$ cat config.mk
export PLATFORM = sky130hd
export DESIGN_NAME = gzip_bit_packer
export DESIGN_NICKNAME = d
export VERILOG_FILES = /design/src/rtl/gzip_bit_packer.sv
export SDC_FILE = /design/constraint.sdc
export NUM_CORES = 1
export LEC_CHECK = 0
export CAP_MARGIN = 20
export CORE_AREA = 2 2 153 155
export CTS_CLUSTER_DIAMETER = 60
export CTS_CLUSTER_SIZE = 30
export DETAILED_ROUTE_END_ITERATION = 6
export DIE_AREA = 0 0 155 157
export PLACE_DENSITY_LB_ADDON = 0.15
export SKIP_LAST_GASP = 1
export SLEW_MARGIN = 20
export SYNTH_ARGS = -nofsm -noshare
export SYNTH_HDL_FRONTEND = slang
export SYNTH_SLANG_ARGS = --single-unit
$ cat constraint.sdc
create_clock -name core_clock -period 3.3 [get_ports core_clock]
set_input_delay 0.33 -clock core_clock [delete_from_list [all_inputs] [get_ports core_clock]]
set_output_delay 0.33 -clock core_clock [all_outputs]
set_load 0.02 [all_outputs]
$ cat src/rtl/gzip_bit_packer.sv
// DEFLATE bit packer: gathers LSB-first variable-length codes into OUT_WIDTH-bit words
// on a valid/ready stream, with byte-aligned flush and a final out_last beat.
module gzip_bit_packer #(
    parameter int unsigned OUT_WIDTH    = 32,
    parameter int unsigned MAX_CODE_LEN = 32,
    parameter int unsigned LEN_WIDTH    = $clog2(MAX_CODE_LEN + 1),
    parameter int unsigned BYTES_WIDTH  = $clog2(OUT_WIDTH / 8 + 1)
) (
    input  logic                    core_clock,
    input  logic                    bus_reset,
    input  logic                    in_valid,
    output logic                    in_ready,
    input  logic [MAX_CODE_LEN-1:0] in_data,
    input  logic [LEN_WIDTH-1:0]    in_len,
    input  logic                    in_flush,
    output logic                    out_valid,
    input  logic                    out_ready,
    output logic [OUT_WIDTH-1:0]    out_data,
    output logic [BYTES_WIDTH-1:0]  out_bytes,
    output logic                    out_last,
    output logic [31:0]             byte_count
);

    localparam int unsigned ACC_W  = OUT_WIDTH + MAX_CODE_LEN - 1;
    // Headroom for rounding the largest possible fill up to a byte boundary
    localparam int unsigned FILL_W = $clog2(OUT_WIDTH + MAX_CODE_LEN + 8);

    typedef enum logic [1:0] {
        S_RUN   = 2'd0,
        S_FLUSH = 2'd1,
        S_LAST  = 2'd2
    } state_e;

    state_e                  state_q, state_d;
    logic [ACC_W-1:0]        acc_q, acc_d;
    logic [FILL_W-1:0]       fill_q, fill_d;
    logic [31:0]             byte_count_q, byte_count_d;
    logic                    in_ready_q, in_ready_d;
    logic                    out_valid_q, out_valid_d;
    logic [OUT_WIDTH-1:0]    out_data_q, out_data_d;
    logic [BYTES_WIDTH-1:0]  out_bytes_q, out_bytes_d;
    logic                    out_last_q, out_last_d;

    logic                    in_fire;
    logic                    out_fire;
    logic [LEN_WIDTH-1:0]    len_clamp;
    logic [MAX_CODE_LEN-1:0] code_mask;
    logic [FILL_W-1:0]       fill_sum;

    assign in_fire  = in_valid && in_ready_q;
    assign out_fire = out_valid_q && out_ready;

    // Next-state for the accumulator, fill and FSM
    always_comb begin
        state_d      = state_q;
        acc_d        = acc_q;
        fill_d       = fill_q;
        byte_count_d = byte_count_q;
        fill_sum     = fill_q;
        len_clamp    = in_len;
        code_mask    = '1;

        if (in_len > LEN_WIDTH'(MAX_CODE_LEN)) begin
            len_clamp = LEN_WIDTH'(MAX_CODE_LEN);
        end
        if (len_clamp < LEN_WIDTH'(MAX_CODE_LEN)) begin
            code_mask = (MAX_CODE_LEN'(1) << len_clamp) - MAX_CODE_LEN'(1);
        end

        if (out_fire) begin
            byte_count_d = byte_count_q + 32'(out_bytes_q);
        end

        case (state_q)
            S_RUN: begin
                // in_ready and out_valid are exclusive in RUN, so only one side moves
                if (in_fire) begin
                    acc_d    = acc_q | (ACC_W'(in_data & code_mask) << fill_q);
                    fill_sum = fill_q + FILL_W'(len_clamp);
                    if (in_flush) begin
                        fill_sum = (fill_sum + FILL_W'(7)) & ~FILL_W'(7);
                        state_d  = (fill_sum > FILL_W'(OUT_WIDTH)) ? S_FLUSH : S_LAST;
                    end
                    fill_d = fill_sum;
                end else if (out_fire) begin
                    acc_d  = acc_q >> OUT_WIDTH;
                    fill_d = fill_q - FILL_W'(OUT_WIDTH);
                end
            end
            S_FLUSH: begin
                if (out_fire) begin
                    acc_d   = acc_q >> OUT_WIDTH;
                    fill_d  = fill_q - FILL_W'(OUT_WIDTH);
                    state_d = (fill_d > FILL_W'(OUT_WIDTH)) ? S_FLUSH : S_LAST;
                end
            end
            S_LAST: begin
                if (out_fire) begin
                    acc_d   = '0;
                    fill_d  = '0;
                    state_d = S_RUN;
                end
            end
            default: begin
                acc_d   = '0;
                fill_d  = '0;
                state_d = S_RUN;
            end
        endcase
    end

    // Output registers are loaded from the next state so they line up with it
    always_comb begin
        in_ready_d  = 1'b0;
        out_valid_d = 1'b0;
        out_last_d  = 1'b0;
        out_data_d  = acc_d[OUT_WIDTH-1:0];
        out_bytes_d = BYTES_WIDTH'(OUT_WIDTH / 8);

        case (state_d)
            S_RUN: begin
                in_ready_d  = (fill_d < FILL_W'(OUT_WIDTH));
                out_valid_d = (fill_d >= FILL_W'(OUT_WIDTH));
            end
            S_FLUSH: begin
                out_valid_d = (fill_d > FILL_W'(OUT_WIDTH));
            end
            S_LAST: begin
                out_valid_d = 1'b1;
                out_last_d  = 1'b1;
                out_bytes_d = BYTES_WIDTH'(fill_d >> 3);
            end
            default: begin
                out_valid_d = 1'b0;
            end
        endcase
    end

    always_ff @(posedge core_clock or posedge bus_reset) begin
        if (bus_reset) begin
            state_q      <= S_RUN;
            acc_q        <= '0;
            fill_q       <= '0;
            byte_count_q <= '0;
            in_ready_q   <= 1'b0;
            out_valid_q  <= 1'b0;
            out_data_q   <= '0;
            out_bytes_q  <= '0;
            out_last_q   <= 1'b0;
        end else begin
            state_q      <= state_d;
            acc_q        <= acc_d;
            fill_q       <= fill_d;
            byte_count_q <= byte_count_d;
            in_ready_q   <= in_ready_d;
            out_valid_q  <= out_valid_d;
            out_data_q   <= out_data_d;
            out_bytes_q  <= out_bytes_d;
            out_last_q   <= out_last_d;
        end
    end

    assign in_ready   = in_ready_q;
    assign out_valid  = out_valid_q;
    assign out_data   = out_data_q;
    assign out_bytes  = out_bytes_q;
    assign out_last   = out_last_q;
    assign byte_count = byte_count_q;

endmodule

==> impl_results.md <==
* Total power draw at 0.00309 W
* Critical path class: input pin to flip-flop
* Max-slew violation count at 0
* Unrepaired setup endpoints after global routing: yes
* Std-Cell Rows at 55
* # H-tree levels at 3
* Gr usage total at 0.325
* Post-synthesis sequential area ratio at 0.273
* Die ar. at 24,300 µm²
* Max Freq at 313 MHz
* Crit share post-route at 0.969
* Clock Pin Slew Worst Setup and Hold Paths at roughly 90 ps
* Clock Skews at approximately 17 ps
* EDFF count, synth at 0
* Main synth FF type: dfrtp_1
* Largest net degree at the start of global routing at 57
* Pre-CTS setup slack at -656 ps
* Number of global-route vias before repair at between 10,000 and 15,000
* WL/cell at 22.6 µm
* First-pass GRT wire length at 62.1 mm
* CTS Buf Count at 9
* Placed cell area at about 12,000 µm²
* DP HPWL at 29.5 mm
* Run status: complete, no violations
* CP max stage delay at between 500 and 600 ps
* Die W at 155 µm
* Startpoint Class: input pin
* CP required at ~3600 ps
* Mapped Nets at roughly 1,300
* Post-CTS Hold Fix Bufs at 0
* Initial Utilization at 0.448
* Die height at about 160 µm
* Layout Cells excl Fill at about 1,700
* Synth Warn # at 0
* Slowest cell on the critical path: or4_4
* Synth Instances at between 1,000 and 1,500
* Initial antenna violation count at 0
* Dpl cells at 1,726
* RD Place Congestion at approximately 1.0
* Slew margin rel. at 0.435
* Antenna Violating Nets Remaining at 0
* Critical path arrival at ~3500 ps
* Fillers at between 2,000 and 2,500
* Setup WS post-layout at just over 100 ps
* Cell mode on critical path: buf_6
* Clock Tree Root: clkbuf_16
* Multi-input logic area at a little under 7000 µm²
* Drt total wl at roughly 40 mm
* Number of max-cap violations at 0
* Bufs and invs on worst path at 5
* Cell area after synthesis at just over 10,000 µm²
* Async set or reset register ratio after synthesis at 1.00
* Core area at about 23,000 µm²
* Gr ovfl total at 0
* Clk_lat worst skew at 370 ps
* Ratio of cells with drive above 1 in the final layout at 0.211
* Design area at 12,900 µm²
* Most common cell after layout, fill and taps aside: buf_4
* Synthesized flop and latch total at 110
* # diodes at 0
* Most frequent cells in the layout: buf_4 (196), nand2_1 (127), dfrtp_1 (108)
* I/O pins at about 110
* Syn Area/Cell at 8.02 µm²
* Worst-margin pin slew at approximately 840 ps
* Net count reported at finish at about 1,500
* Static Leak at 5.51 nW
* DR iter-0 viols at 1,230
* Setup Viol. Count Final at 0
* Post-route DRC violation count at 0
* Post-synthesis cell type count at 102
* Port buffer count at around 110
* Final Hold Viols at 0
* CTS max path bufs at 2
* CTS tree: yes
* DR pass1 iterations at 5
* CP delay by family, top: compound AO/OA/AOI/OAI gates
* Crit path cell chain: buf_6 -> or4_4 -> nor2_4 -> inv_2 -> ha_4 -> buf_6 -> nor4bb_1 -> a22o_1 -> o41ai_2 -> buf_4 -> buf_6 -> o211ai_1 -> a22oi_2 -> a221oi_4 -> a2111oi_4 -> a221o_1
* Final setup TNS at 0 ps
* Largest fanout on the critical path at 6
* CP Capture Type: flip-flop
* Minimum clock period at roughly 3200 ps
* Min-Delay Path Class: input pin to async pin
* Area Growth Syn to Fin at 28.4%
* Clock sink count at 110
* Max VDD drop at 195 µV
* Via count at ~11,000
* Via density at approximately 6.5
* FF/Latch Area at 2760 µm²
* PD cells at roughly 240 nW/µm²
synth_stat cells (8+ instances only):
master      n  area [µm²]
and3_1     11        68.8
xnor2_1    25         219
nor2_1    108         405
a32oi_1     8        70.1
nand3_1    36         180
inv_1      24        90.1
a22oi_1    22         165
nand2b_1   14        87.6
o221ai_1    9        78.8
o211ai_1   23         173
o31a_1     11        96.3
mux2_2      8        90.1
nor3_1     40         200
nor2b_1    17         106
a31oi_1    16         100
o22ai_1     9        56.3
clkbuf_1   61         229
a221oi_1   10        87.6
buf_4      34         255
o31ai_1    17         128
dfrtp_1   110        2750
mux2i_1    21         210
mux4_2      8         180
o21ai_0    72         360
a211oi_1   22         165
and2_1     18         113
nand2_1   127         477
a21o_1     16         120
nor4_1     10        62.6
o21a_1     13        97.6
o21ai_1    15        75.1
buf_2      21         105
xor2_1     12         105
or3_1       8        50.1
ha_1       11         138
nand4_1     9        56.3
a21oi_1    83         415
a221o_1    11         110
o211a_1     9        90.1
timing repair:
| action | CTS | global route |
|---|---|---|
| buffers inserted | 4 | 3 |
| pin swaps | 15 | 12 |
| resized for setup | 34 | 18 |
| setup endpoints to repair | 59 | 50 |
power breakdown:
group | internal (W) | switching [W] | total [W]
clock | 0.000525 | 0.000565 | 0.00109
sequential | 0.00135 | 0 | 0.00135
combinational | 0.000299 | 0.000356 | 0.000655
total | 0.00217 | 0.000920 | 0.00309
registers in the layout, indices dropped and copies added (netlist names):
register	cells
state_q	2
byte_count	32
out_data	32
out_valid	1
out_bytes	3
fill_q	7
acc_q	31
in_ready	1
out_last	1
worst paths after layout:
path / startpoint / to / slack [ps] / cells past startpoint
hold reg to reg: byte_count[31] / byte_count[31] / 470 / 1
setup / recovery: in_len[5] / out_data[18] / 100 / 16
min in group core_clock: byte_count[31] / byte_count[31] / 470 / 1
max in group asynchronous: bus_reset / byte_count[22] / 2180 / 3
hold / removal: bus_reset / out_data[4] / 350 / 2
setup reg to reg: fill_q[0] / out_valid / 400 / 10
per-stage QoR:
step,hold WS [ps],util
2_1_floorplan,451,-
3_3_place_gp,464,0.554
5_1_grt,406,0.575
4_1_cts,382,0.573
3_5_place_dp,462,0.554
6_report,354,0.575
cell families (layout without fill, tap and decap cells):
group	count (synthesis)	in the layout	synth area share
adder cells (fa/ha/maj)	13	13	0.0176
XOR/XNOR	37	37	0.0321
multiplexers	37	37	0.0476
AND/OR/NAND/NOR	438	438	0.216
buffers and inverters	155	358	0.0774
flip-flops	110	110	0.273
AO/OA/AOI/OAI	468	468	0.336
layout make-up:
class,count,share of cell area
clock buffer,9,0.0174
clock inverter,6,0.00435
inverter,28,0.00831
multi-input combinational,993,0.522
sequential,110,0.213
tap,285,0.0275
timing repair buffer,315,0.208
per-layer routing:
metal  up-vias  part of all wire  global-route usage
met5         -                 0                   0
met4         0             0.030               0.105
met3        86             0.092              0.0581
met2       601              0.45               0.522
met1      5414              0.43               0.446
li1       5168                 -                   -
No activity file was read; power rests on OpenSTA's default activity.
==> RTL change, RTL diff (same settings) <==
`MAX_CODE_LEN`: 32 -> 16.
--- a/src/rtl/gzip_bit_packer.sv
+++ b/src/rtl/gzip_bit_packer.sv
@@ -4,3 +4,3 @@
     parameter int unsigned OUT_WIDTH    = 32,
-    parameter int unsigned MAX_CODE_LEN = 32,
+    parameter int unsigned MAX_CODE_LEN = 16,
     parameter int unsigned LEN_WIDTH    = $clog2(MAX_CODE_LEN + 1),
Ports: changed (resized in_data and in_len); port bits go from 113 to 96. No check against the original RTL was run, so the function may have changed too.
==> RTL change against the unedited design <==
Synthesized area fell by 36%; maximum frequency increased by 14%; routed wire length fell by 46%; setup slack improved by 0.39 ns; sequential share of layout area rose by 7.9 points; synthesized cell count down 39%; register-to-register slack improved by 0.09 ns; sequential cell count down 17; first-iteration DRC count decreased by 54%; die area is the same; design area fell by 38%; highest routed layer unchanged.
Power is left out: it rests on default switching activity, and per cell area and clock period it moved more than threefold.
==> RTL change: results <==
group,metric,value,unit
status,status,"finished, final reports clean",
critical_path,crit_path_max_fanout,27,
sta,fin_crit_sh,0.850,
critical_path,ff2ff_path_depth,7,
route,wl_per_cell,18.8,um
critical_path,crit_slowest_cell,"o21ai_0",
grt,grt_pass1_vias,5700,
route,post_drt_via_cell_ratio,5.36,
critical_path,r2r_setup_slack,0.49,ns
cts,post_cts_resized,0,
synth,synthesis.nets,807,
sta,fin_hold_ws,0.431,ns
route,via_count,6041,
placement,placed_cell_area,7660,um^2
grt,grt_max_degree,51,
placement,dp_hpwl,15600,um
route,drtIter0Drc,563,
critical_path,reg2reg_from,"fill_q[2]$_DFF_PP0_",
synth,synth_cells,771,
synth,synth_cell_types,74,
critical_path,worstSetupPathType,"reg2reg",
cts,post_cts_buffers,0,
cts,clkTransAtPathRegs,0.07,ns
synth,netlist_top_cells_area,"dfrtp_1 36%, nand2_1 4.9%, a21oi_1 4.1%",
cells_and_area,drive_gt1_frac,0.106,
grt,grt_pass1_wl,33600,um
## RTL change: final cells by class
| cell class | instances | area [um^2] |
|---|---|---|
| inverters | 21 | 81.3 |
| multi-input cells | 574 | 3610 |
| fillers | 2371 | 14500 |
| well taps | 285 | 357 |
| repair buffers | 138 | 1290 |
| clock buffers | 9 | 225 |
| flip-flops and latches | 93 | 2330 |
| clock inverters | 7 | 83.8 |
## RTL change: metal layers
metal / part of all wire / up-vias / track usage
li1: - / 2909 / -
met1: 0.47 / 2924 / 0.249
met2: 0.47 / 190 / 0.288
met3: 0.045 / 18 / 0.0284
met4: 0.012 / 0 / 0.0401
met5: 0 / - / 0
## RTL change: logic make-up (layout without fill, tap and decap cells)
logic type / after synthesis / count (layout) / share of synthesized area
simple gates: 274 / 274 / 0.202
mux: 29 / 29 / 0.0465
fa+ha+maj: 10 / 10 / 0.0216
xor+xnor: 35 / 35 / 0.0473
compound gates: 226 / 226 / 0.240
buf+inv: 104 / 175 / 0.0837
flops: 93 / 93 / 0.359
